$ cat config.mk
export PLATFORM = sky130hd
export DESIGN_NAME = bridge_wide_narrow
export DESIGN_NICKNAME = d
export VERILOG_FILES = /design/src/rtl/bridge_wide_narrow.sv
export SDC_FILE = /design/constraint.sdc
export NUM_CORES = 1
export LEC_CHECK = 0
export BUFFER_PORTS_ARGS = -buffer_cell sky130_fd_sc_hd__buf_4
export CAP_MARGIN = 20
export CORE_MARGIN = 8
export CORE_UTILIZATION = 57
export CTS_BUF_LIST = sky130_fd_sc_hd__clkbuf_8
export CTS_CLUSTER_DIAMETER = 60
export DETAILED_ROUTE_END_ITERATION = 12
export GPL_TIMING_DRIVEN = 0
export PLACE_DENSITY = 0.88
export SETUP_SLACK_MARGIN = 0.4
export SYNTH_ARGS = -nofsm -noshare
export SYNTH_HDL_FRONTEND = slang
export SYNTH_SLANG_ARGS = --single-unit
$ cat constraint.sdc
create_clock -name clk -period 3.65 [get_ports clk]
set_input_delay 0.1825 -clock clk [delete_from_list [all_inputs] [get_ports clk]]
set_output_delay 0.1825 -clock clk [all_outputs]
set_load 0.05 [all_outputs]
$ cat src/rtl/bridge_wide_narrow.sv
// Host-to-narrow-bus width bridge: splits one HOST_WIDTH access into up to
// HOST_WIDTH/BUS_WIDTH bus beats, skipping beats whose byte enables are all zero.
module bridge_wide_narrow #(
    parameter int HOST_WIDTH = 32,
    parameter int BUS_WIDTH  = 16,
    parameter int ADDR_WIDTH = 30
) (
    input  logic                                                 clk,
    input  logic                                                 rst,
    input  logic                                                 h_cs,
    input  logic [ADDR_WIDTH-1:0]                                h_addr,
    input  logic [HOST_WIDTH-1:0]                                h_wdata,
    output logic [HOST_WIDTH-1:0]                                h_rdata,
    input  logic                                                 h_wr_en,
    input  logic [HOST_WIDTH/8-1:0]                              h_bytesel,
    output logic                                                 h_compl,
    output logic [ADDR_WIDTH+$clog2(HOST_WIDTH/BUS_WIDTH)-1:0]   b_addr,
    output logic [BUS_WIDTH-1:0]                                 b_wdata,
    input  logic [BUS_WIDTH-1:0]                                 b_rdata,
    output logic                                                 b_wr_en,
    output logic [BUS_WIDTH/8-1:0]                               b_bytesel,
    input  logic                                                 b_compl
);

    localparam int RATIO = HOST_WIDTH / BUS_WIDTH;
    localparam int IDXW  = $clog2(RATIO);
    localparam int HB    = HOST_WIDTH / 8;
    localparam int BB    = BUS_WIDTH / 8;

    if ((HOST_WIDTH % 8) != 0 || (BUS_WIDTH % 8) != 0 || (HOST_WIDTH % BUS_WIDTH) != 0 ||
        RATIO < 2 || (RATIO & (RATIO - 1)) != 0) begin : g_bad_params
        $error("bridge_wide_narrow: HOST_WIDTH/BUS_WIDTH must be a power of two >= 2");
    end

    typedef enum logic [1:0] {IDLE, XFER, COMPL} state_t;

    state_t                  state;
    logic [ADDR_WIDTH-1:0]   addr_q;
    logic [HOST_WIDTH-1:0]   wdata_q;
    logic                    wr_q;
    logic [HB-1:0]           sel_q;
    logic [IDXW-1:0]         idx;

    logic                    first_ok;
    logic [IDXW-1:0]         first_idx;
    logic                    next_ok;
    logic [IDXW-1:0]         next_idx;

    // Lowest active beat of the incoming request, and next active beat above idx.
    always_comb begin
        first_ok  = 1'b0;
        first_idx = '0;
        next_ok   = 1'b0;
        next_idx  = '0;
        for (int unsigned i = 0; i < RATIO; i++) begin
            if (!first_ok && h_bytesel[i*BB +: BB] != '0) begin
                first_ok  = 1'b1;
                first_idx = IDXW'(i);
            end
            if (!next_ok && i > 32'(idx) && sel_q[i*BB +: BB] != '0) begin
                next_ok  = 1'b1;
                next_idx = IDXW'(i);
            end
        end
    end

    always_ff @(posedge clk) begin
        if (rst) begin
            state     <= IDLE;
            addr_q    <= '0;
            wdata_q   <= '0;
            wr_q      <= 1'b0;
            sel_q     <= '0;
            idx       <= '0;
            h_rdata   <= '0;
            h_compl   <= 1'b0;
            b_addr    <= '0;
            b_wdata   <= '0;
            b_wr_en   <= 1'b0;
            b_bytesel <= '0;
        end else begin
            case (state)
                IDLE: begin
                    h_compl <= 1'b0;
                    if (h_cs && |h_bytesel) begin
                        addr_q    <= h_addr;
                        wdata_q   <= h_wdata;
                        wr_q      <= h_wr_en;
                        sel_q     <= h_bytesel;
                        idx       <= first_idx;
                        h_rdata   <= '0;
                        b_addr    <= {h_addr, first_idx};
                        b_wdata   <= h_wdata[32'(first_idx)*BUS_WIDTH +: BUS_WIDTH];
                        b_bytesel <= h_bytesel[32'(first_idx)*BB +: BB];
                        b_wr_en   <= h_wr_en;
                        state     <= XFER;
                    end
                end
                XFER: begin
                    if (b_compl) begin
                        if (!wr_q)
                            h_rdata[32'(idx)*BUS_WIDTH +: BUS_WIDTH] <= b_rdata;
                        if (next_ok) begin
                            idx       <= next_idx;
                            b_addr    <= {addr_q, next_idx};
                            b_wdata   <= wdata_q[32'(next_idx)*BUS_WIDTH +: BUS_WIDTH];
                            b_bytesel <= sel_q[32'(next_idx)*BB +: BB];
                        end else begin
                            b_addr    <= '0;
                            b_wdata   <= '0;
                            b_bytesel <= '0;
                            b_wr_en   <= 1'b0;
                            h_compl   <= 1'b1;
                            state     <= COMPL;
                        end
                    end
                end
                COMPL: begin
                    h_compl <= 1'b0;
                    state   <= IDLE;
                end
                default: state <= IDLE;
            endcase
        end
    end

endmodule

==> flow_summary.json <==
{
  "outcome": "completed",
  "endpoint_kind": "flip-flop",
  "clk-insertion-delay-late_ps": 450,
  "holdCritPathClass": "primary input to flip-flop",
  "syn2layout_area_growth_pct": 39.9,
  "syn_area_mm2": 0.00542,
  "track_usage_pct": 27.3,
  "die_h_um": 114,
  "grtUsageMet1_pct": 30.9,
  "path_buf_inv": 2,
  "cp_top_family": "buffers and inverters",
  "drtAntennaViolNets": 0,
  "drt-initial-drc-count": 525,
  "finalClockSkew_ps": 22.4,
  "die_w_um": 114,
  "r2r-end": "b_wdata[14]",
  "crit_arrival_ps": 2500,
  "fin_setup_tns_ps": 0,
  "start_util_pct": 58.7,
  "vias_per_cell": 5.84,
  "routed_wirelength_mm": 17.7,
  "grt_setup_unrepaired": "false",
  "synth.ff_latch_count": 135,
  "cts_setup_buffers": 0,
  "htree_levels": 4,
  "overflow": 0,
  "drt-wirelength-per-cell_um": 18.0,
  "final-hold-violation-count": 0,
  "clock_sink_count": 135,
  "cts_tree": "built",
  "vdd_drop_max_mv": 0.277,
  "timing.rr.start": "state[0]",
  "total_leakage_power_nw": 3.13,
  "min_from": "b_rdata[1]",
  "coreArea_mm2": 0.00924,
  "report.final.slew_viol_count": 0,
  "netlist.area_leader.share_pct": 49.8,
  "setup_violations": 0,
  "reg2reg_depth": 6,
  "antennaDiodeCount": 0,
  "regArea_mm2": 0.00270,
  "yosysSeqAreaShare_pct": 49.8,
  "final_area_mm2": 0.00759,
  "syn_inst": 625,
  "crit_chain": "nand2b_1, buf_2, nor3_4, clkbuf_1, a222oi_1, a211oi_2",
  "reg2reg_slack_ps": 1500,
  "yosysWarnings": 0,
  "path_class": "flip-flop to flip-flop",
  "holdPathEnd": "h_rdata[1]",
  "grt_start_max_net_pins": 17,
  "place_hpwl_mm": 12.6,
  "n_fill_cell": 568,
  "clock_path_buffers": 2,
  "multiInputGateArea_mm2": 0.00241,
  "cellPowerDensity_mw_per_mm2": 539,
  "grt_pass1_vias": 5806,
  "dpl_cell_area_mm2": 0.00685,
  "antenna_found_initial": 0,
  "worstHoldPathCells": 3,
  "vias": 5734,
  "slowest_stage": "dfxtp_1",
  "cpPeakStageDelay_ps": 500,
  "gp_congestion": 0.854,
  "timing.fmax_ghz": 0.464,
  "grt_pass1_wl_mm": 28.5,
  "yosysTopAreaCell": "dfxtp_1",
  "start_kind": "flip-flop",
  "final_nets": 927,
  "cap_viol_max_count": 0,
  "portBuffers": 168,
  "top_usage_layer": "met2",
  "rows": 35,
  "ys_types": 34,
  "fin_crit_sh_pct": 59.0,
  "grt.met3_usage_pct": 8.77,
  "drcViolationCount": 0,
  "ctsHoldBuffers": 28,
  "path_clk_slew_ps": 90,
  "cp_data_required_time_ps": 3990,
  "first_pass_iters": 10,
  "worst_slew_pin_slew_ps": 825,
  "slew_headroom_pct": 44.5,
  "post_cts_resize_count": 0,
  "grtUsageMet2_pct": 46.4,
  "syn_area_per_cell_um2": 8.68,
  "netlist_top_cells_area": "dfxtp_1 50%, nand2_1 8.2%, a21oi_1 8.2%",
  "path_max_fanout": 10,
  "io_pins": 170,
  "final.min_clock_period_ps": 2150,
  "dieArea_mm2": 0.0129,
  "cts_root_buf": "clkbuf_8",
  "drive_gt1_share_pct": 31.4,
  "synth_nets": 712,
  "numCtsBuffers": 17
}
[worst max-delay path by stage]
stage,from,end,slack (ps),cells after the start
after floorplan,h_bytesel[3],b_wdata[0],2000,7
after global placement,state[0],b_wdata[10],1620,6
after detailed placement,state[0],b_wdata[13],1560,6
after CTS,state[0],b_wdata[13],1540,6
after global routing,state[0],b_wdata[14],1370,6
final,state[0],b_wdata[14],1500,6
[synthesized netlist by cell type (all sizes together)]
| master | n |
|---|---|
| a21oi | 89 |
| nor2 | 51 |
| or3b | 1 |
| a21boi | 1 |
| nand2b | 3 |
| and2 | 1 |
| nand3 | 48 |
| nor2b | 2 |
| nand2 | 120 |
| a22o | 1 |
| nand3b | 1 |
| buf | 31 |
| clkbuf | 30 |
| nor4 | 2 |
| o31ai | 1 |
| a221oi | 30 |
| a211o | 2 |
| a222oi | 16 |
| nor3b | 1 |
| o31a | 1 |
| inv | 3 |
| or4 | 1 |
| nor3 | 35 |
| dfxtp | 135 |
| a211oi | 16 |
| a22oi | 1 |
| nor4bb | 1 |
| a311o | 1 |
[cells by family (layout without fill, tap and decap cells)]
| kind of cell | Yosys count | after routing | share of synthesized area (%) |
|---|---|---|---|
| buf+inv | 64 | 292 | 5.70 |
| flops | 135 | 135 | 49.8 |
| compound gates | 159 | 159 | 21.2 |
| simple gates | 267 | 267 | 23.3 |
[power breakdown]
part           internal (mW)  switching (mW)  leakage, nW
logic                  0.349           0.659         1.79
clock network          0.819           0.601        0.234
registers               1.59          0.0710         1.11
total                   2.76            1.33         3.13
[routing by layer]
metal	routed length, µm	up-vias
met5	0	-
met1	6710	2723
met4	490	0
met3	1710	44
met2	8800	312
li1	-	2655
[cells in the final DEF, fill, tap and decap left out, types with 16 or more instances in the layout]
| master | count |
|---|---|
| a211oi_2 | 16 |
| a21oi_1 | 89 |
| a221oi_1 | 30 |
| a222oi_1 | 16 |
| buf_2 | 25 |
| buf_4 | 170 |
| clkbuf_1 | 30 |
| clkbuf_8 | 17 |
| dfxtp_1 | 135 |
| dlygate4sd3_1 | 28 |
| nand2_1 | 119 |
| nand3_1 | 48 |
| nor2_1 | 51 |
| nor3_1 | 17 |
| nor3_2 | 17 |
[metrics by stage]
step / std cells / hold WS, ps / setup WS [ps] / total power, mW / util, %
after global routing: 982 / 0.804 / 1370 / 4.23 / 82.1
after CTS: 982 / 0.124 / 1540 / 4.08 / 82.1
after floorplan: 625 / 318 / 2000 / 2.33 / -
after global placement: 922 / 441 / 1620 / 2.63 / 74.1
after detailed placement: 922 / 443 / 1560 / 2.66 / 74.1
final: 982 / 3.93 / 1500 / 4.09 / 82.1
[final cells by class]
cell class	count	share of cell area, %
clock inverter	15	2.98
buffer	61	3.92
sequential	135	35.6
clock buffer	17	3.08
inverter	3	0.148
tap	129	2.13
multi-input combinational	426	31.8
timing repair buffer	196	20.3
[worst min-delay path: stages]
cell     delay (ps)
buf_4           110
nand2_1          60
a21oi_1          60
[state kept, by name (all words and copies together) (netlist names), 2 cells and up]
signal     count
b_addr        31
b_bytesel      2
b_wdata       16
wdata_q       16
h_rdata       32
sel_q          2
state          2
addr_q        30
Power figures use the tool's default switching activity.
